--- src/rtl/sti_rx.sv ---
// Serial-to-byte receiver: assembles MSB-first bursts into byte writes,
// then pads the remaining 256-byte memory with FILL_VALUE on rx_end.
module sti_rx #(
  parameter logic [7:0]  FILL_VALUE = 8'h00,
  parameter int unsigned MAX_BURST  = 32
) (
  input  logic       clk,
  input  logic       reset,
  input  logic       so_data,
  input  logic       so_valid,
  input  logic       rx_end,
  output logic       mem_wr,
  output logic [7:0] mem_addr,
  output logic [7:0] mem_data,
  output logic       rx_done,
  output logic       err_len,
  output logic       ovf
);

  localparam int unsigned BW = 6;
  localparam logic [BW-1:0] BURST_MAX = BW'(MAX_BURST);

  localparam logic [1:0] S_IDLE = 2'd0;
  localparam logic [1:0] S_RECV = 2'd1;
  localparam logic [1:0] S_FILL = 2'd2;
  localparam logic [1:0] S_DONE = 2'd3;

  logic [1:0]    state_q, state_d;
  logic [7:0]    shift_q, shift_d;
  logic [2:0]    bit_cnt_q, bit_cnt_d;
  logic [BW-1:0] burst_cnt_q, burst_cnt_d;
  logic [7:0]    wptr_q, wptr_d;
  logic          full_q, full_d;
  logic          end_pend_q, end_pend_d;
  logic          len_err_q, len_err_d;
  logic          mem_wr_q, mem_wr_d;
  logic [7:0]    mem_addr_q, mem_addr_d;
  logic [7:0]    mem_data_q, mem_data_d;
  logic          rx_done_q, rx_done_d;
  logic          err_len_q, err_len_d;
  logic          ovf_q, ovf_d;

  logic          wr_req;
  logic [7:0]    wr_val;
  logic [7:0]    byte_c;

  assign byte_c = {shift_q[6:0], so_data};

  // Next-state and registered-output decode.
  always_comb begin
    state_d     = state_q;
    shift_d     = shift_q;
    bit_cnt_d   = bit_cnt_q;
    burst_cnt_d = burst_cnt_q;
    wptr_d      = wptr_q;
    full_d      = full_q;
    end_pend_d  = end_pend_q;
    len_err_d   = len_err_q;
    mem_wr_d    = 1'b0;
    mem_addr_d  = mem_addr_q;
    mem_data_d  = mem_data_q;
    rx_done_d   = rx_done_q;
    err_len_d   = 1'b0;
    ovf_d       = ovf_q;
    wr_req      = 1'b0;
    wr_val      = FILL_VALUE;

    if (rx_end && (state_q != S_DONE)) end_pend_d = 1'b1;

    case (state_q)
      S_IDLE: begin
        if (end_pend_q && !mem_wr_q) begin
          if (full_q) begin
            state_d   = S_DONE;
            rx_done_d = 1'b1;
          end else begin
            state_d = S_FILL;
            wr_req  = 1'b1;
          end
        end else if (so_valid) begin
          state_d     = S_RECV;
          shift_d     = byte_c;
          bit_cnt_d   = 3'd1;
          burst_cnt_d = BW'(1);
        end
      end
      S_RECV: begin
        if (!so_valid) begin
          // Burst over: a partial byte is dropped and flagged.
          state_d     = S_IDLE;
          bit_cnt_d   = 3'd0;
          burst_cnt_d = '0;
          len_err_d   = 1'b0;
          err_len_d   = (bit_cnt_q != 3'd0) && !len_err_q;
        end else if (burst_cnt_q == BURST_MAX) begin
          if (!len_err_q) begin
            err_len_d = 1'b1;
            len_err_d = 1'b1;
          end
        end else begin
          shift_d     = byte_c;
          bit_cnt_d   = bit_cnt_q + 3'd1;
          burst_cnt_d = burst_cnt_q + BW'(1);
          if (bit_cnt_q == 3'd7) begin
            if (full_q) begin
              ovf_d = 1'b1;
            end else begin
              wr_req = 1'b1;
              wr_val = byte_c;
            end
          end
        end
      end
      S_FILL: begin
        if (full_q) begin
          state_d   = S_DONE;
          rx_done_d = 1'b1;
        end else begin
          wr_req = 1'b1;
        end
      end
      S_DONE: begin
      end
      default: state_d = S_IDLE;
    endcase

    // Single write port: pointer saturates into the full flag after 255.
    if (wr_req) begin
      mem_wr_d   = 1'b1;
      mem_addr_d = wptr_q;
      mem_data_d = wr_val;
      if (wptr_q == 8'hFF) full_d = 1'b1;
      else                 wptr_d = wptr_q + 8'd1;
    end
  end

  always_ff @(posedge clk or posedge reset) begin
    if (reset) begin
      state_q     <= S_IDLE;
      shift_q     <= '0;
      bit_cnt_q   <= '0;
      burst_cnt_q <= '0;
      wptr_q      <= '0;
      full_q      <= 1'b0;
      end_pend_q  <= 1'b0;
      len_err_q   <= 1'b0;
      mem_wr_q    <= 1'b0;
      mem_addr_q  <= '0;
      mem_data_q  <= '0;
      rx_done_q   <= 1'b0;
      err_len_q   <= 1'b0;
      ovf_q       <= 1'b0;
    end else begin
      state_q     <= state_d;
      shift_q     <= shift_d;
      bit_cnt_q   <= bit_cnt_d;
      burst_cnt_q <= burst_cnt_d;
      wptr_q      <= wptr_d;
      full_q      <= full_d;
      end_pend_q  <= end_pend_d;
      len_err_q   <= len_err_d;
      mem_wr_q    <= mem_wr_d;
      mem_addr_q  <= mem_addr_d;
      mem_data_q  <= mem_data_d;
      rx_done_q   <= rx_done_d;
      err_len_q   <= err_len_d;
      ovf_q       <= ovf_d;
    end
  end

  assign mem_wr   = mem_wr_q;
  assign mem_addr = mem_addr_q;
  assign mem_data = mem_data_q;
  assign rx_done  = rx_done_q;
  assign err_len  = err_len_q;
  assign ovf      = ovf_q;

endmodule

--- config.mk ---
export PLATFORM = sky130hd
export DESIGN_NAME = sti_rx
export DESIGN_NICKNAME = d
export VERILOG_FILES = /design/src/rtl/sti_rx.sv
export SDC_FILE = /design/constraint.sdc
export NUM_CORES = 1
export LEC_CHECK = 0
export ABC_AREA = 0
export CORE_ASPECT_RATIO = 1.75
export CORE_UTILIZATION = 40
export DETAILED_ROUTE_END_ITERATION = 12
export GPL_TIMING_DRIVEN = 0
export PLACE_DENSITY = 0.7
export SLEW_MARGIN = 20
export SYNTH_ARGS = -nofsm -noshare
export SYNTH_HDL_FRONTEND = slang
export SYNTH_SLANG_ARGS = --single-unit
--- constraint.sdc ---
create_clock -name clk -period 2.5 [get_ports clk]
set_input_delay 0.25 -clock clk [delete_from_list [all_inputs] [get_ports clk]]
set_output_delay 0.25 -clock clk [all_outputs]
set_load 0.01 [all_outputs]
# After elaboration in Yosys (flattened, before gate mapping)
# Cells that the tools add are included.
# Widths: inputs -> output; s select.
# word_totals
reg_bits	49
inputBits	5
out_inout_bits	20
# op_classes
addsub	3
n_eq_ne	16
n_mux	42
bitwise	2
reduce_logical	18
# op_table
cell	n
$mux 8	5
$mux 7	4
$mux 6	4
$ne 2x2->1 const B	8
$mux 1	15
$pmux 7 s2	1
$mux 3	4
$pmux 6 s2	1
$reduce_and 5->1	2
$add 8x1->8 const B	1
$eq 8x8->1 const B	1
$mux 2	4
$reduce_and 2->1	4
$reduce_and 4->1	2
$add 6x1->6 const B	1
$eq 6x6->1 const B	1
$ne 3x3->1 const B	2
$pmux 2 s3	1
$pmux 3 s2	1
$reduce_bool 3->1	2
$reduce_bool 2->1	2
$add 3x1->3 const B	1
$eq 3x3->1 const B	1
$logic_and 1x1->1	3
other kinds (8)	10

# Logic depth before layout (Yosys ltp)
# logic_depth
word_depth	6
ltp_mapped	9
ltp_nobuf	8

# Least setup slack after synthesis
# OpenSTA, ideal clock, no wires.
# synth_timing
path_type	flip-flop to flip-flop
from	register state_q[0]
to	register wptr_q[1]
arrival_time_ns	1.818
path_slack_ns	0.557
path_stages_with_launch	7
n_path_buf	0
synth_period_minus_slack_ns	1.943
cell_sequence	dfrtp_1 ha_1 or2_2 a211oi_4 a21oi_2 nor2_1 mux2_2
# synth_between
elab_chain_cells	3
# synth_rtl
element	line	rtl
from (decl)	28	logic [1:0] state_q, state_d;
from (signal assigned)	154	state_q <= state_d;
$eq 2x2->1, or another cell as far along	70	case (state_q)
$pmux 1 s3 *	70	
$reduce_and 2->1 (no line) *	-	
to (signal assigned)	158	wptr_q <= wptr_d;
to (decl)	32	logic [7:0] wptr_q, wptr_d;
# Mark *: on every way between the ends. The rest lies on a longest branch, timed or not.
# A chain may end at the register's enable or synchronous reset.

# Worst setup path in the final report
# Same ends and word-level chain as after synthesis.

==> flow_results.org <==
** Power
- IR analysis of the VDD net gives a maximum drop of 0.355 mV.
- Sw Ratio :: 21.1%
- The clock network burns 41.9% of the power.
- Dividing total power by cell area gives a power density of 517 nW/um^2.
- The share of total power dissipated in combinational logic is 2.6%.
- Power consumption :: 1.44 mW
- Cell internal power was estimated by the tool at 1.13 mW.
- Net switching power :: 0.303 mW
- Summed over all cells, the static leakage comes to 1.34 nW.
- Sequential cell fraction of total power :: 55.5%

** Clock network
- The number of clock buffers added by TritonCTS is 5.
- Post_cts resized :: 0
- Maximum buffer depth of the clock tree :: 2
- Worst-Skew Late Latency :: 310 ps
- In this run the clock root is driven by a sky130_fd_sc_hd__clkbuf_8.
- After clock tree synthesis, the clock-pin slew on the worst setup and hold paths is 100 ps.
- CTS tree :: yes
- Cts hold-fix bufs :: 0
- Count of H-tree levels built during CTS :: 2
- The tree built by TritonCTS fans out to 49 sinks.
- After clock tree synthesis, the setup repair step added 0 buffers.

** Finish
- From synthesis to final layout, the design area changed by 20.6%.
- Final design instance area without fill :: 2780 sq um
- The repair_antennas step left the layout with diodes totalling 0.
- At the end of the flow, the number of nets in the layout was 261.
- Fill count :: 526
- Count of placed standard cells in the final layout, fillers left out :: 323
- Fin util :: 50.2%
- Fraction of layout instances using a drive strength above 1 :: 13.8%

** STA
- Finish-stage setup viols :: 0
- After layout, the worst path uses 90.1% of the clock period.
- RSZ-0062 raised after global routing :: no
- The count of final hold-check violations was 0.
- Max transition margin :: 62.4%
- Tightest Pin Transition :: 562 ps
- Setup total negative slack on the finished layout was measured at 0 ps.
- The number of pins exceeding their max-slew limit in the final report was 0.
- Layout Skew :: 12.8 ps
- Fmax :: 444 MHz
- Min Clock Period, post-route :: 2250 ps
- WHS :: 241 ps
- In the post-route analysis, the smallest setup slack over all paths is 248 ps.

** Logic synthesis
- EDFF count, synth :: 0
- Warning count from the yosys run :: 0
- Number of distinct library cell variants in the gate-level netlist after synthesis :: 43
- Dominant cells by area after synthesis :: sky130_fd_sc_hd__dfrtp_1 (53%), sky130_fd_sc_hd__ha_1 (5.4%), sky130_fd_sc_hd__nand2_1 (5.4%)
- In this run, synthesis produced a sequential element count of 49.
- Leading area contributor after synthesis :: sky130_fd_sc_hd__dfrtp_1
- Dividing the synthesized area by the synthesized cell count gives 10.8 sq um.
- In this run the cell area of the synthesized design comes to 2300 sq um.
- Counting every instance in the synthesized netlist gives 214.
- Synth top cells by count :: sky130_fd_sc_hd__dfrtp_1 (49), sky130_fd_sc_hd__nand2_1 (33), sky130_fd_sc_hd__inv_1 (15)
- In the synthesized netlist the async set-or-reset flop fraction comes to 100%.
- In the synthesized netlist the dominant register cell turns out to be sky130_fd_sc_hd__dfrtp_1.
- After synthesis, flip-flops and latches occupy 53.2% of the total area.
- Proportion of netlist area held by the largest area contributor :: 53.2%
- Post-Synthesis Net Count :: 229
- sky130_fd_sc_hd__dfrtp_1 is the most common cell in the netlist.

** Detailed routing
- Sum of routed wire length over all layers :: 4.66 mm
- In this run the remaining antenna-violating nets after routing total 0.
- Across all layers, the routed design uses 1,696 vias.
- Pre-antenna DRT Iters :: 4
- DRC viols :: 0
- After detailed routing, the average wire length per cell comes to 14.4 um.
- Via density per instance :: 5.25
- Starting DRT DRC Count :: 72

** GRT
- The initial antenna violation count was 0.
- Maximum number of pins on one net before global-route repair :: 33
- Global routing finished with a remaining overflow of 0.
- Tot GR Track Use :: 16.8%
- The number of global-route vias before repair came to 1,647.
- First-pass GRT wire length :: 7.51 mm

** Flow run
- Max-cap violations in this run came to 0.

** Place
- Placed Instance Area :: 2660 sq um
- Detailed placement ended at an HPWL of 3.39 mm.
- Routability-driven placement finished with a final weighted congestion of 0.810.
- At the placement stage, the worst setup path has a slack of 244 ps.
- IO Port Bufs :: 24
- DP Cell Count :: 315

** Floorplanning
- Die Span X :: 59.4 um
- Boundary Pins :: 25
- Die height :: 102 um
- The initialized floorplan defines 36 standard-cell rows.
- Effective utilization at floorplan :: 41.6%
- The die covers 6080 sq um.
- The total area inside the core boundary comes to 5540 sq um.

** Critical path
- STA puts the critical path data arrival time at 2440 ps.
- At the worst endpoint, the required time is 2690 ps.
- Reg2reg path depth :: 6
- Worst reg2reg setup slack :: 250 ps
- Worst setup SP type :: register
- CP Max Fanout :: 9
- Critical path endpoint category :: register
- Crit Path Class :: register to register

** Worst hold path
- The path class of the tightest hold or removal check is input pin to async pin.

** Outcome
- Status :: finished clean
==> metal layers <==
metal / vias to the layer above / GRT usage (%) / wire [um]
met5: - / 0 / 0
met4: 0 / 11.4 / 167
met3: 13 / 3.67 / 138
met2: 28 / 28.7 / 2520
met1: 844 / 17.9 / 1840
li1: 811 / - / -
==> power groups by stage <==
stage	Sequential (mW)	Combinational [mW]	Clock [mW]
2_1_floorplan	0.812	0.0207	0
3_3_place_gp	0.813	0.0345	0
3_5_place_dp	0.813	0.0390	0
4_1_cts	0.797	0.0390	0.612
5_1_grt	0.798	0.0433	0.641
6_report	0.797	0.0371	0.602
==> cell type report <==
type                       count  area [sq um]  share of cell area [%]
buffer                         7          41.3                    1.49
clock buffer                   6          82.6                    2.97
clock inverter                 2          37.5                    1.35
inverter                      16          60.1                    2.16
multi-input combinational    142           976                    35.1
sequential                    49          1230                    44.1
tap                           76          95.1                    3.42
timing repair buffer          25           260                    9.37
==> state kept, by name, summed over array words and instances (netlist names) <==
register     count
mem_addr         8
bit_cnt_q        3
full_q           1
wptr_q           8
mem_wr           1
ovf              1
rx_done          1
shift_q          7
state_q          2
mem_data         8
err_len          1
end_pend_q       1
burst_cnt_q      6
len_err_q        1
==> logic make-up (layout without fill, tap and decap cells) <==
kind of cell | after synthesis | in the layout | share of synthesized area (%)
muxes | 11 | 11 | 5.49
buffers and inverters | 23 | 56 | 4.40
xor gates and xnor gates | 5 | 5 | 1.90
DFF | 49 | 49 | 53.2
and+or+nand+nor | 70 | 70 | 14.9
adders and majority gates | 10 | 10 | 5.43
AOI/OAI and AO/OA | 46 | 46 | 14.6
==> worst paths after layout <==
check,to,start
hold / removal,bit_cnt_q[2]$_DFFE_PP0P_,reset
hold reg to reg,end_pend_q$_DFFE_PP0P_,end_pend_q$_DFFE_PP0P_
setup / recovery,wptr_q[1]$_DFFE_PP0P_,state_q[0]$_DFFE_PP0P_
min in group clk,end_pend_q$_DFFE_PP0P_,end_pend_q$_DFFE_PP0P_
setup reg to reg,wptr_q[1]$_DFFE_PP0P_,state_q[0]$_DFFE_PP0P_
max in group asynchronous,shift_q[1]$_DFFE_PP0P_,reset
==> cell usage in the layout (no fill, tap or decap), types with 6 or more instances in the layout <==
cell type	n
sky130_fd_sc_hd__dfrtp_1	49
sky130_fd_sc_hd__nand2_1	33
sky130_fd_sc_hd__clkdlybuf4s50_1	24
sky130_fd_sc_hd__inv_1	14
sky130_fd_sc_hd__a22o_1	11
sky130_fd_sc_hd__nor2_1	10
sky130_fd_sc_hd__o21ai_0	10
sky130_fd_sc_hd__ha_1	10
sky130_fd_sc_hd__mux2_2	9
sky130_fd_sc_hd__nand3_1	7
sky130_fd_sc_hd__a21oi_1	6
sky130_fd_sc_hd__and3_1	6
sky130_fd_sc_hd__clkbuf_8	6
==> worst max-delay path, stage by stage, from the launching register on <==
cell and delay (ps):
sky130_fd_sc_hd__dfrtp_1 430, sky130_fd_sc_hd__ha_1 260, sky130_fd_sc_hd__or2_2 310, sky130_fd_sc_hd__a211oi_4 430
sky130_fd_sc_hd__a21oi_2 110, sky130_fd_sc_hd__nor2_1 230, sky130_fd_sc_hd__mux2_2 360
Power figures use the tool's default switching activity.
